`src/rtl/uart_pkg.sv`:
```
// Shared UART definitions: frame width and receiver state encoding,
// used by both the receiver and the transmitter.
package uart_pkg;

  localparam int DATA_BITS = 8;

  typedef enum logic [2:0] {
    IDLE    = 3'd0,
    START   = 3'd1,
    DATA    = 3'd2,
    STOP    = 3'd3,
    RECOVER = 3'd4
  } rx_state_e;

endpackage

```
`src/rtl/sync_2ff.sv`:
```
// Generic two-flop single-bit synchronizer for an asynchronous input.
// RST_VAL sets the value both flops take during reset.
module sync_2ff #(
  parameter logic RST_VAL = 1'b1
) (
  input  logic clk,
  input  logic rst,
  input  logic d,
  output logic q
);

  logic meta_r;
  logic q_r;

  // Two-stage capture of the asynchronous input
  always_ff @(posedge clk or posedge rst) begin
    if (rst) begin
      meta_r <= RST_VAL;
      q_r    <= RST_VAL;
    end else begin
      meta_r <= d;
      q_r    <= meta_r;
    end
  end

  assign q = q_r;

endmodule

```
`src/rtl/uart_rx.sv`:
```
// 8N1 UART receiver: mid-bit sampling of the synchronized line, start-bit
// glitch rejection, stop-bit framing check with recovery from a held-low line.
module uart_rx
  import uart_pkg::*;
#(
  parameter int CLKS_PER_BIT = 78
) (
  input  logic                 clk,
  input  logic                 rst,
  input  logic                 serial_rx,
  output logic [DATA_BITS-1:0] rx_data,
  output logic                 rx_valid,
  output logic                 rx_frame_err,
  output logic                 rx_busy
);

  localparam int CNT_W = $clog2(CLKS_PER_BIT);
  localparam int IDX_W = $clog2(DATA_BITS);
  localparam logic [CNT_W-1:0] HALF     = CNT_W'((CLKS_PER_BIT - 1) / 2);
  localparam logic [CNT_W-1:0] LAST     = CNT_W'(CLKS_PER_BIT - 1);
  localparam logic [CNT_W-1:0] CNT_ZERO = CNT_W'(0);
  localparam logic [CNT_W-1:0] CNT_ONE  = CNT_W'(1);
  localparam logic [IDX_W-1:0] IDX_LAST = IDX_W'(DATA_BITS - 1);
  localparam logic [IDX_W-1:0] IDX_ZERO = IDX_W'(0);
  localparam logic [IDX_W-1:0] IDX_ONE  = IDX_W'(1);

  logic                 rx_s;
  rx_state_e            state_r,   state_s;
  logic [CNT_W-1:0]     clk_cnt_r, clk_cnt_s;
  logic [IDX_W-1:0]     bit_idx_r, bit_idx_s;
  logic [DATA_BITS-1:0] shreg_r,   shreg_s;
  logic [DATA_BITS-1:0] data_r,    data_s;
  logic                 valid_r,   valid_s;
  logic                 err_r,     err_s;
  logic                 busy_r;

  sync_2ff #(.RST_VAL(1'b1)) u_sync (
    .clk (clk),
    .rst (rst),
    .d   (serial_rx),
    .q   (rx_s)
  );

  // Next-state, counter and datapath decode for the receive FSM
  always_comb begin
    state_s   = state_r;
    clk_cnt_s = clk_cnt_r;
    bit_idx_s = bit_idx_r;
    shreg_s   = shreg_r;
    data_s    = data_r;
    valid_s   = 1'b0;
    err_s     = 1'b0;
    case (state_r)
      IDLE: begin
        clk_cnt_s = CNT_ZERO;
        if (!rx_s) begin
          state_s = START;
        end else begin
          state_s = IDLE;
        end
      end
      START: begin
        if (clk_cnt_r == HALF) begin
          clk_cnt_s = CNT_ZERO;
          bit_idx_s = IDX_ZERO;
          // A start bit that is high again at its midpoint was a glitch
          if (!rx_s) begin
            state_s = DATA;
          end else begin
            state_s = IDLE;
          end
        end else begin
          clk_cnt_s = clk_cnt_r + CNT_ONE;
        end
      end
      DATA: begin
        if (clk_cnt_r == LAST) begin
          clk_cnt_s = CNT_ZERO;
          shreg_s   = {rx_s, shreg_r[DATA_BITS-1:1]};
          if (bit_idx_r == IDX_LAST) begin
            state_s = STOP;
          end else begin
            bit_idx_s = bit_idx_r + IDX_ONE;
          end
        end else begin
          clk_cnt_s = clk_cnt_r + CNT_ONE;
        end
      end
      STOP: begin
        if (clk_cnt_r == LAST) begin
          clk_cnt_s = CNT_ZERO;
          if (rx_s) begin
            data_s  = shreg_r;
            valid_s = 1'b1;
            state_s = IDLE;
          end else begin
            err_s   = 1'b1;
            state_s = RECOVER;
          end
        end else begin
          clk_cnt_s = clk_cnt_r + CNT_ONE;
        end
      end
      RECOVER: begin
        // Stay here until the line returns high so a held-low line cannot retrigger
        clk_cnt_s = CNT_ZERO;
        if (rx_s) begin
          state_s = IDLE;
        end else begin
          state_s = RECOVER;
        end
      end
      default: begin
        state_s   = IDLE;
        clk_cnt_s = CNT_ZERO;
      end
    endcase
  end

  // State, datapath and registered output flops
  always_ff @(posedge clk or posedge rst) begin
    if (rst) begin
      state_r   <= IDLE;
      clk_cnt_r <= CNT_ZERO;
      bit_idx_r <= IDX_ZERO;
      shreg_r   <= {DATA_BITS{1'b0}};
      data_r    <= {DATA_BITS{1'b0}};
      valid_r   <= 1'b0;
      err_r     <= 1'b0;
      busy_r    <= 1'b0;
    end else begin
      state_r   <= state_s;
      clk_cnt_r <= clk_cnt_s;
      bit_idx_r <= bit_idx_s;
      shreg_r   <= shreg_s;
      data_r    <= data_s;
      valid_r   <= valid_s;
      err_r     <= err_s;
      busy_r    <= (state_s != IDLE);
    end
  end

  assign rx_data      = data_r;
  assign rx_valid     = valid_r;
  assign rx_frame_err = err_r;
  assign rx_busy      = busy_r;

endmodule

```
`config.mk`:
```
export PLATFORM = sky130hd
export DESIGN_NAME = uart_rx
export DESIGN_NICKNAME = d
export VERILOG_FILES = /design/src/rtl/uart_pkg.sv /design/src/rtl/sync_2ff.sv /design/src/rtl/uart_rx.sv
export SDC_FILE = /design/constraint.sdc
export NUM_CORES = 1
export LEC_CHECK = 0
export CAP_MARGIN = 10
export CORE_MARGIN = 1.5
export CORE_UTILIZATION = 50
export DETAILED_ROUTE_END_ITERATION = 12
export GPL_ROUTABILITY_DRIVEN = 1
export GPL_TIMING_DRIVEN = 1
export PLACE_DENSITY = 0.74
export SKIP_CTS_REPAIR_TIMING = 1
export SYNTH_ARGS = -nofsm -noshare
export SYNTH_HDL_FRONTEND = slang
export SYNTH_SLANG_ARGS = --single-unit
```
`constraint.sdc`:
```
create_clock -name clk -period 1.9 [get_ports clk]
set_clock_uncertainty 0.1 [all_clocks]
set_input_delay 0.285 -clock clk [delete_from_list [all_inputs] [get_ports clk]]
set_output_delay 0.285 -clock clk [all_outputs]
set_load 0.03 [all_outputs]
```
=== Yosys cells after proc, flatten, opt, wreduce, memory -nomap -nowiden ===
Cells that the tools add are included.

* Bits in registers: 34
* Bits of input ports: 3
* Output and inout port bits: 11
* Word-level logic and storage cells: 50

* $add $sub $neg: 2
* Eq/ne operators: 10
* Multiplexer cells: 21
* Reductions and logical operators: 7

{| class="wikitable"
|+ Operators by type and width
! kind !! number
|-
| 3-bit two-way mux || 8
|-
| 3-bit case mux with 5 select lines || 1
|-
| 7-bit two-way mux || 2
|-
| 7-bit case mux with 2 select lines || 1
|-
| 7-bit by 1-bit adder with 7-bit output, second input constant || 1
|-
| 7-bit by 6-bit == test with 1-bit output, second input constant || 1
|-
| 7-bit == test, second input constant || 1
|-
| 1-bit two-way mux || 7
|-
| 3-bit by 2-bit == test with 1-bit output, second input constant || 2
|-
| 3-bit == test, second input constant || 2
|-
| 2-bit != test, second input constant || 3
|-
| 3-bit case mux with 2 select lines || 1
|-
| 4-bit AND reduction || 1
|-
| 3-bit by 1-bit adder with 3-bit output, second input constant || 1
|-
| 3-bit by 1-bit == test with 1-bit output, second input constant || 1
|-
| 3-bit zero test || 1
|-
| 3-bit AND reduction || 1
|-
| 3-bit nonzero test || 1
|-
| 2-bit two-way mux || 1
|-
| 2-bit AND reduction || 1
|-
| 2-bit nonzero test || 1
|-
| 2-bit OR reduction || 1
|}

=== Longest topological paths before layout ===
* Depth in word-level cells: 5
* Mapped depth: 6
* Depth with buffers taken out: 6

=== Modules after synthesis ===
A second synthesis with hierarchy kept.

* Cells, all modules: 118
* Area, all modules: 1541.5 um^2

{| class="wikitable"
|+ Modules (own cells, without submodules)
! module !! instances !! cells an instance !! area an instance (um^2) !! seq. area each (um^2)
|-
| uart_rx || 1 || 115 || 1485.2 || 800.8
|-
| sync_2ff || 1 || 3 || 56.3 || 52.6
|}

=== Worst setup path after synthesis ===
Ideal clock, no wire load.

* Path kind: register to register
* From: register clk_cnt_r[3]
* To: register busy_r (netlist: rx_busy)
* Library setup time: 0.131 ns
* Data arrival time: 1.613 ns
* Slack: 0.056 ns
* Cell stages (with the launch flop): 6
* Buffers on the path: 1
* Clock period less this slack: 1.844 ns
* Cell sequence: dfrtp_1 > buf_6 > or4b_4 > o31ai_2 > o2bb2ai_1 > or3_1

* Word-level cells in the longest chain between the ends: 4
* Elaborated cells on any way between the ends: 7
* Classes of those cells: eq/ne: 2; mux: 4; reduce/logical: 1

{| class="wikitable"
|+ RTL lines
! element !! line !! source
|-
| start: declaration || uart_rx.sv:29 || <nowiki>logic [CNT_W-1:0] clk_cnt_r, clk_cnt_s;</nowiki>
|-
| start signal: assignment || uart_rx.sv:133 || <nowiki>clk_cnt_r <= clk_cnt_s;</nowiki>
|-
| 7-bit == test or 7-bit by 6-bit == test with 1-bit output (tied branches) || uart_rx.sv:77, uart_rx.sv:90, uart_rx.sv:63 ||
|-
| 3-bit two-way mux (on tied branches) || uart_rx.sv:90, uart_rx.sv:63, uart_rx.sv:77 ||
|-
| 3-bit case mux with 5 select lines * || uart_rx.sv:53 || <nowiki>case (state_r)</nowiki>
|-
| named net state_s[0] || uart_rx.sv:28 || <nowiki>rx_state_e state_r, state_s;</nowiki>
|-
| 3-bit nonzero test * || uart_rx.sv:139 || <nowiki>busy_r <= (state_s != IDLE);</nowiki>
|-
| end signal: assignment || uart_rx.sv:139 ||
|-
| end: declaration || uart_rx.sv:35 || <nowiki>logic busy_r;</nowiki>
|}

Mark *: on every way through the listed nets, which the timed path passes. The rest lies on a longest branch.
A chain may end at the register's enable or synchronous reset.

=== Worst setup path in the final report ===
Ends and elaborated chain as after synthesis.

==> results <==
- The run finished, with violations left.
- The final reports fail on design-rule violations.
- The area growth from synthesis to layout is 24.2%.
- The deepest level of the CTS H-tree is 2.
- The longest clock path from root to sink contains 2 buffers.
- The critical path contains buffers and inverters numbering 0 combined.
- The critical path is of the register to register type.
- In this run the horizontal extent of the chip is 57.6 um.
- The signal on the critical path passes through or4b_4 > o31ai_4 > o2bb2ai_2 > or3_1.
- The cell type of the slowest stage on the worst timing path is sky130_fd_sc_hd__or4b_4.
- In the global route stage, met2 resource usage came out at 0.276.
- In this run the clock root is driven by a sky130_fd_sc_hd__clkbuf_4.
- By count the netlist is led by sky130_fd_sc_hd__dfrtp_1 (32), sky130_fd_sc_hd__mux2_2 (19), sky130_fd_sc_hd__nor2_1 (14).
- For the worst setup path, the data arrival time is between 1.5 and 2 ns.
- Of all nets on the critical path, the largest fanout is 2.
- The clock latency on the worst-skew pair is 0.34 ns.
- The worst setup path is launched from a register.
- The cell area after synthesis is about 0.0015 sq mm.
- After the first detailed-routing iteration, the DRC count stood at 9.
- The number of antenna diodes in the final layout is 0.
- STA puts the critical path data required time at 2.01 ns.
- A synthesized cell averages 12.3 sq um.
- For this run, global-route usage on met1 was measured as 0.251.
- The worst max-slew margin expressed relative to the limit is 0.721.
- The via density per instance is 5.46.
- The busiest layer in global routing is met2.
- The worst hold path class is primary input to async pin.
- The worst stage delay on the critical path is approximately 0.56 ns.
- The largest total area in the synthesized netlist belongs to sky130_fd_sc_hd__dfrtp_1.
- For this configuration, the core starts out at a cell density of 0.532.
- For this design the static power due to leakage is 0.000884 uW.
- The distinct cell type count of the synthesized netlist is 29.
- After the last flow step, the layout net total stands at between 150 and 200.
- After clock tree synthesis, the clock-pin slew on the worst setup and hold paths is 0.12 ns.
- The detailed-route via count is 983.
- The number of rows in the core area is 19.
- The wire length of the first global-routing pass is 4660 um.
- Entering global routing, the biggest net connects 35 pins.
- The die covers 0.00332 sq mm.
- Counting flops and latches in the post-synthesis netlist gives 34.
- The total count of max-transition violations in the final report is 0.
- The number of antenna violations at the first check in global routing is 0.
- After detailed routing, the average wire length per cell comes to 15.0 um.
- The number of CTS-inserted buffers is 5.
- The shortest period the worst path allows is 1.85 ns.
- The detailed-route DRC error count is 1.
- Across every metal layer, demand over resource in global routing totals 0.187.
- The number of filler cells placed in the layout is 223.
- Dividing total power by cell area gives a power density of 731 mW/mm^2.
- The number of max-cap violations is 0.
- The number of sinks on the clock net is 34.
- The proportion of netlist area held by the largest area contributor is 0.536.
- Setup violations remaining at the end of the flow were counted as 0.
- The final weighted congestion in routability-driven placement is 0.863.
- Derived from the worst setup path, the maximum achievable clock frequency is 540 MHz.
- The CTS tree is yes.
- At the pin with the least slew margin, the transition time is 0.418 ns.
- The met3 routing resource usage after global routing is 0.0513.
- For this run, the leading register cell type out of synthesis is sky130_fd_sc_hd__dfrtp_1.
- The worst-case IR drop observed on VDD is 576 uV.
- The number of instances in the synthesized netlist is around 120.
- The aggregate routed wire length is 2700 um.
- The number of synthesis warnings is 0.
- The overall overflow remaining after global route is 0.
- The end-of-flow core utilization is 0.661.
- The number of port buffers is 13.
- The iteration count of the initial detailed-routing pass is 8.
- The most frequent cell after synthesis is sky130_fd_sc_hd__dfrtp_1.
- Once detail routing completed, the nets flagged for antenna violations numbered 0.
- The share of final-layout standard cells stronger than drive strength 1 is 0.336.
- In the post-synthesis netlist, the biggest area contributors are sky130_fd_sc_hd__dfrtp_1 (54%), sky130_fd_sc_hd__mux2_2 (14%), sky130_fd_sc_hd__ha_1 (4.2%).
- Summing internal, switching and leakage power gives 1360 uW.
- In the synthesized netlist the async set-or-reset flop fraction comes to 1.00.
- The count of pins on the block boundary is 14.
- From bottom edge to top edge, the die measures 57.6 um.
- The hold violation total from the final report is 0.
- The number of global-route vias before repair came to 1028.
- The core area is 0.00281 sq mm.
- The number of synthesized flops with an enable pin is 0.
- STA classifies the critical path endpoint as a register.
- The synthesized net count is 129.
- The period utilization is 0.975.
- The family with the most delay on the worst path is simple AND/OR/NAND/NOR gates.
- The register area share after synthesis is 0.572.
- Summed over all nets, the half-perimeter wirelength after detailed placement is 1840 um.
==> power breakdown <==
part	internal, uW	total [uW]	switching, uW
Clock	178	424	247
Combinational	62.0	140	78.4
Sequential	752	791	38.4
Total	992	1360	363
==> state kept, by name, summed over array words and instances (netlist names) <==
| name | cells |
|---|---|
| rx_data | 8 |
| shreg_r | 8 |
| clk_cnt_r | 7 |
| bit_idx_r | 3 |
| state_r | 3 |
| rx_busy | 1 |
| rx_frame_err | 1 |
| rx_valid | 1 |
| u_sync.meta_r | 1 |
| u_sync.q | 1 |
==> cell families (layout without fill, tap and decap cells) <==
| kind of cell | after synthesis | in the layout | synth area share |
|---|---|---|---|
| and+or+nand+nor | 40 | 40 | 0.141 |
| DFF | 34 | 34 | 0.572 |
| muxes | 19 | 19 | 0.143 |
| AOI/OAI and AO/OA | 10 | 10 | 0.0478 |
| buffers and inverters | 8 | 36 | 0.0251 |
| adders and majority gates | 5 | 5 | 0.0419 |
| xor gates and xnor gates | 5 | 5 | 0.0293 |
==> placed cells by master, fill, tap and decap left out, types with 4 or more instances in the layout <==
cell                               n
sky130_fd_sc_hd__buf_4            11
sky130_fd_sc_hd__clkbuf_4          5
sky130_fd_sc_hd__clkdlybuf4s50_1  13
sky130_fd_sc_hd__dfrtp_1          31
sky130_fd_sc_hd__ha_1              5
sky130_fd_sc_hd__inv_1             4
sky130_fd_sc_hd__mux2_2           19
sky130_fd_sc_hd__nand2_1           8
sky130_fd_sc_hd__nand3_1           5
sky130_fd_sc_hd__nor2_1           13
==> stage by stage <==
step	hold WS (ns)	worst slack (ns)	cell area, sq um	cells	TNS [ns]
floorplan	0.189	0.0556	1490	121	0
global placement	0.248	0.0253	1700	169	0
detailed placement	0.247	-0.0396	1700	169	-0.278
CTS	0.222	-0.0643	1760	177	-0.406
global route	0.238	-0.0137	1850	180	-0.0137
finish	0.220	0.0478	1850	180	0
==> layer usage <==
layer  wire [um]  vias to the layer above
met3          91                        9
met2        1330                       21
met4          68                        0
met5           0                        -
met1        1210                      481
li1            -                      472
==> final cells by class <==
| class | instances | area [sq um] | share of cell area |
|---|---|---|---|
| Sequential cell | 34 | 855 | 0.461 |
| Timing Repair Buffer | 24 | 213 | 0.115 |
| Inverter | 4 | 15.0 | 0.00810 |
| Tap cell | 31 | 38.8 | 0.0209 |
| Clock buffer | 6 | 51.3 | 0.0277 |
| Multi-Input combinational cell | 79 | 669 | 0.361 |
| Clock inverter | 2 | 12.5 | 0.00675 |
==> tightest hold or removal path, stage by stage <==
cell and delay (ns):
sky130_fd_sc_hd__clkdlybuf4s50_1 0.39, sky130_fd_sc_hd__inv_1 0.05, sky130_fd_sc_hd__buf_4 0.36
==> path summary, 6_finish.rpt <==
path                                     from             to  slack [ns]  cells after the start
min in group clk                    serial_rx  u_sync.meta_r        0.25                      1
worst max register to register   clk_cnt_r[3]        rx_busy        0.05                      4
max in group asynchronous                 rst  u_sync.meta_r        1.15                      3
worst max-delay path             clk_cnt_r[3]        rx_busy        0.05                      4
worst min register to register  u_sync.meta_r       u_sync.q        0.26                      0
worst min-delay path                      rst   bit_idx_r[2]        0.22                      3
Power figures use the tool's default switching activity.
